File: config.mk
export PLATFORM = sky130hd
export DESIGN_NAME = sat_counter
export DESIGN_NICKNAME = d
export VERILOG_FILES = /design/src/rtl/cla4_result_checker_sat_counter.sv
export SDC_FILE = /design/constraint.sdc
export NUM_CORES = 1
export LEC_CHECK = 0
export CORE_UTILIZATION = 44
export CTS_CLUSTER_DIAMETER = 120
export DETAILED_ROUTE_END_ITERATION = 16
export PLACE_DENSITY_LB_ADDON = 0.2
export SYNTH_ARGS = -nofsm -noshare
export SYNTH_HDL_FRONTEND = slang
export SYNTH_SLANG_ARGS = --single-unit
export TNS_END_PERCENT = 20
File: constraint.sdc
create_clock -name clk -period 1.9 [get_ports clk]
set_input_delay 0.38 -clock clk [delete_from_list [all_inputs] [get_ports clk]]
set_output_delay 0.38 -clock clk [all_outputs]
set_load 0.01 [all_outputs]
File: src/rtl/cla4_result_checker_sat_counter.sv
// Saturating up-counter with synchronous clear (clear has priority over increment).
module sat_counter #(
  parameter int CNT_W = 16
) (
  input  logic             clk,
  input  logic             rst,
  input  logic             clr,
  input  logic             inc,
  output logic [CNT_W-1:0] cnt
);

  logic [CNT_W-1:0] cnt_q, cnt_d;

  always_comb begin
    cnt_d = cnt_q;
    if (clr) begin
      cnt_d = '0;
    end else if (inc && (cnt_q != {CNT_W{1'b1}})) begin
      cnt_d = cnt_q + CNT_W'(1);
    end
  end

  always_ff @(posedge clk or posedge rst) begin
    if (rst) cnt_q <= '0;
    else     cnt_q <= cnt_d;
  end

  assign cnt = cnt_q;

endmodule

==> impl_metrics.toml, run 1 <==
[run_status]
status = "completed"

[routing]
vias = 934
wl_per_cell_um = 13.34
drt-initial-drc-count = 20
first_pass_iters = 4
drc = 0
routed_via_density = 5.730
ant_nets = 0
drt_wl_total_um = 2174

[logic_synthesis]
syn_area_per_cell_um2 = 9.229
synth-seq-cells = 16
synthTopCellsByArea = "dfrtp_1 (43%), a21oi_1 (6.4%), or4_1 (4.8%)"
synth.top_cell.area_share = 0.4295
yosysWarningCount = 0
yosysUniqueCellTypes = 29
syn-cell-area_um2 = 932.1
syn_inst = 101
syn_nets = 106
yosysTopAreaCell = "dfrtp_1"
seq_area_frac_synth = 0.4295

[global_route]
antenna_found_initial = 0
grt_usage = 0.2197
grt_max_degree = 17
grt_pass1_wl_um = 3484
grt_pass1_vias = 794
overflow = 0

[cts]
cts_made_buffers = 3
clock-root-buffer = "clkbuf_4"
clkSlewWorstSetupHoldPaths_ns = 0.09
cts_tree = "done"
insertion_delay_ns = 0.29
ctsHtreeMaxLevel = 1
clkSinkCount = 16
post-cts-setup-buffers = 0
cts_buffer_depth = 2

[min_path]
hp-class = "primary input to async pin"

[floorplan]
rows = 16
fp.dieH_um = 48.03
core-area_mm2 = 0.001982
dieArea_mm2 = 0.002306
dieWidth_um = 48.03
start_util = 0.4703
ioPinCount = 20

[critical_path]
worstPathRequired_ns = 2.13
worst-setup-path-type = "primary input to register"
crit_path_max_fanout = 5
worst_ep_arrival_time_ns = 2.00
cpMaxStageDelayCell = "clkdlybuf4s50_1"
cp_top_family = "simple AND/OR/NAND/NOR gates"
path_cells = "clkdlybuf4s50_1 -> nand3_1 -> or4_4 -> or4_1 -> a21oi_1"
worst-path-buf-inv = 1
slowest_delay_ns = 0.50
start_kind = "primary input"
endpoint_kind = "register"

[cells_and_area]
syn_to_final_growth_pct = 38.52
largest_reg_flops = 16
fin_area_mm2 = 0.001291
nets = 142
final_layout_size_suffix_gt1_frac = 0.2132
antenna_cells = 0
fin_util = 0.6515

[timing]
rsz0062_at_grt = "true"
worst_slew_pin_slew_ns = 0.6003
setup_viol = 0
final.period_utilization = 0.9345
skew_ns = 0.002139
slew_headroom = 0.5994
max_freq_mhz = 563.2
fin_crit_ns = 1.776
timing.hold.ws_ns = 0.4398
report.final.slew_viol_count = 0
hold_violations = 0

[placed_design]
dp_hpwl_um = 1626
post_dp_cell_area_mm2 = 0.001251
gp_congestion = 0.7967
port_buffers = 19

[power_and_ir_drop]
irDropWorstVdd_uv = 447.4
powerDensity_mw_per_mm2 = 496.3
total_leakage_power_uw = 0.0004843

[run]
max_cap_viol_count = 0
[path summary, 6_finish.rpt]
| path | from | end | slack [ns] | depth (start not counted) |
|---|---|---|---|---|
| min reg2reg | cnt[14] | cnt[14] | 0.58 | 2 |
| min | rst | cnt[7] | 0.44 | 2 |
| max | inc | cnt[13] | 0.12 | 5 |
| max reg2reg | cnt[4] | cnt[13] | 0.13 | 4 |
| min in group clk | cnt[14] | cnt[14] | 0.58 | 2 |
| max in group asynchronous | rst | cnt[4] | 1.03 | 2 |
[final cells by class]
class,instances,area [µm²]
clock buffers,4,36.28
fillers,160,690.7
inverters,3,11.26
multi-input cells,78,495.5
flip-flops and latches,16,404.1
well taps,27,33.78
repair buffers,35,310.3
[per-stage QoR]
stage	worst slack, ns	total power (µW)	setup TNS (ns)	std cells
after CTS	0.06769	649.0	0	163
after floorplan	0.07749	384.9	0	101
after detailed placement	-0.1858	419.5	-0.6115	159
after global routing	-0.04314	669.6	-0.1355	163
final	0.1244	640.9	0	163
after global placement	-0.1530	417.9	-0.5250	159
[cell usage after synthesis, drive strengths merged]
| cell type | n |
|---|---|
| nand2 | 6 |
| nor3 | 4 |
| o31ai | 5 |
| or4 | 8 |
| dlygate4sd1 | 1 |
| nand2b | 2 |
| ha | 1 |
| and4 | 1 |
| mux2 | 2 |
| mux2i | 1 |
| buf | 1 |
| o41ai | 2 |
| a21oi | 12 |
| or3 | 7 |
| dfrtp | 16 |
| nand4 | 5 |
| nand3 | 7 |
| clkbuf | 2 |
| nor2 | 3 |
| a31oi | 1 |
| o21ai | 5 |
| nor4 | 3 |
| inv | 3 |
| nor2b | 3 |
[worst register-to-register path: stages, from the launching register on]
cell and delay [ns]:
dfrtp_2 0.41, nand4_1 0.19, or4_4 0.54, or4_1 0.42
a21oi_1 0.15
[metal layers]
layer / track usage / vias up / share of wire
met5: 0 / - / 0
met4: 0.06667 / 0 / 0.0055
met3: 0.05660 / 2 / 0.040
met2: 0.3622 / 19 / 0.49
met1: 0.2818 / 451 / 0.46
li1: - / 462 / -
[where the power goes]
| group | internal (µW) | switching, µW | leakage (µW) |
|---|---|---|---|
| registers | 344 | 2.49 | 0.000217 |
| clock network | 117 | 112 | 0.0000210 |
| logic | 33.2 | 31.7 | 0.000246 |
| total | 494 | 146 | 0.000484 |
[cells in the final DEF, fill, tap and decap left out, drive strengths merged, types with 4 or more instances in the layout]
cell type,n
clkdlybuf4s50,19
buf,16
dfrtp,16
a21oi,12
or4,8
nand3,7
or3,7
nand2,6
o21ai,5
o31ai,5
nand4,5
nor3,4
clkbuf,4
[cells by family (layout without fill, tap and decap cells)]
family | count (synthesis) | after routing | synth area share
AO/OA/AOI/OAI | 25 | 25 | 0.1571
adder cells (fa/ha/maj) | 1 | 1 | 0.01342
buffers and inverters | 7 | 42 | 0.03892
flip-flops | 16 | 16 | 0.4295
multiplexers | 3 | 3 | 0.03490
AND/OR/NAND/NOR | 49 | 49 | 0.3262
[timing repair]
item / 4_1_cts / 5_1_grt
setup endpoints to repair: 0 / 6
hold buffers: 0 / 0
gates resized for setup: 0 / 3
No activity file was read; power rests on OpenSTA's default activity.
==> run 2: changes to the inputs <==
Settings changed: SKIP_CTS_REPAIR_TIMING set to 1.
==> results of run 2 <==
The final DEF is identical to that of run 1; final timing and power are the same.
==> run 3: changes to the inputs <==
Settings changed: CTS_CLUSTER_SIZE set to 10.
==> results of run 3 <==
The final DEF is identical to that of run 1; final timing and power are the same.
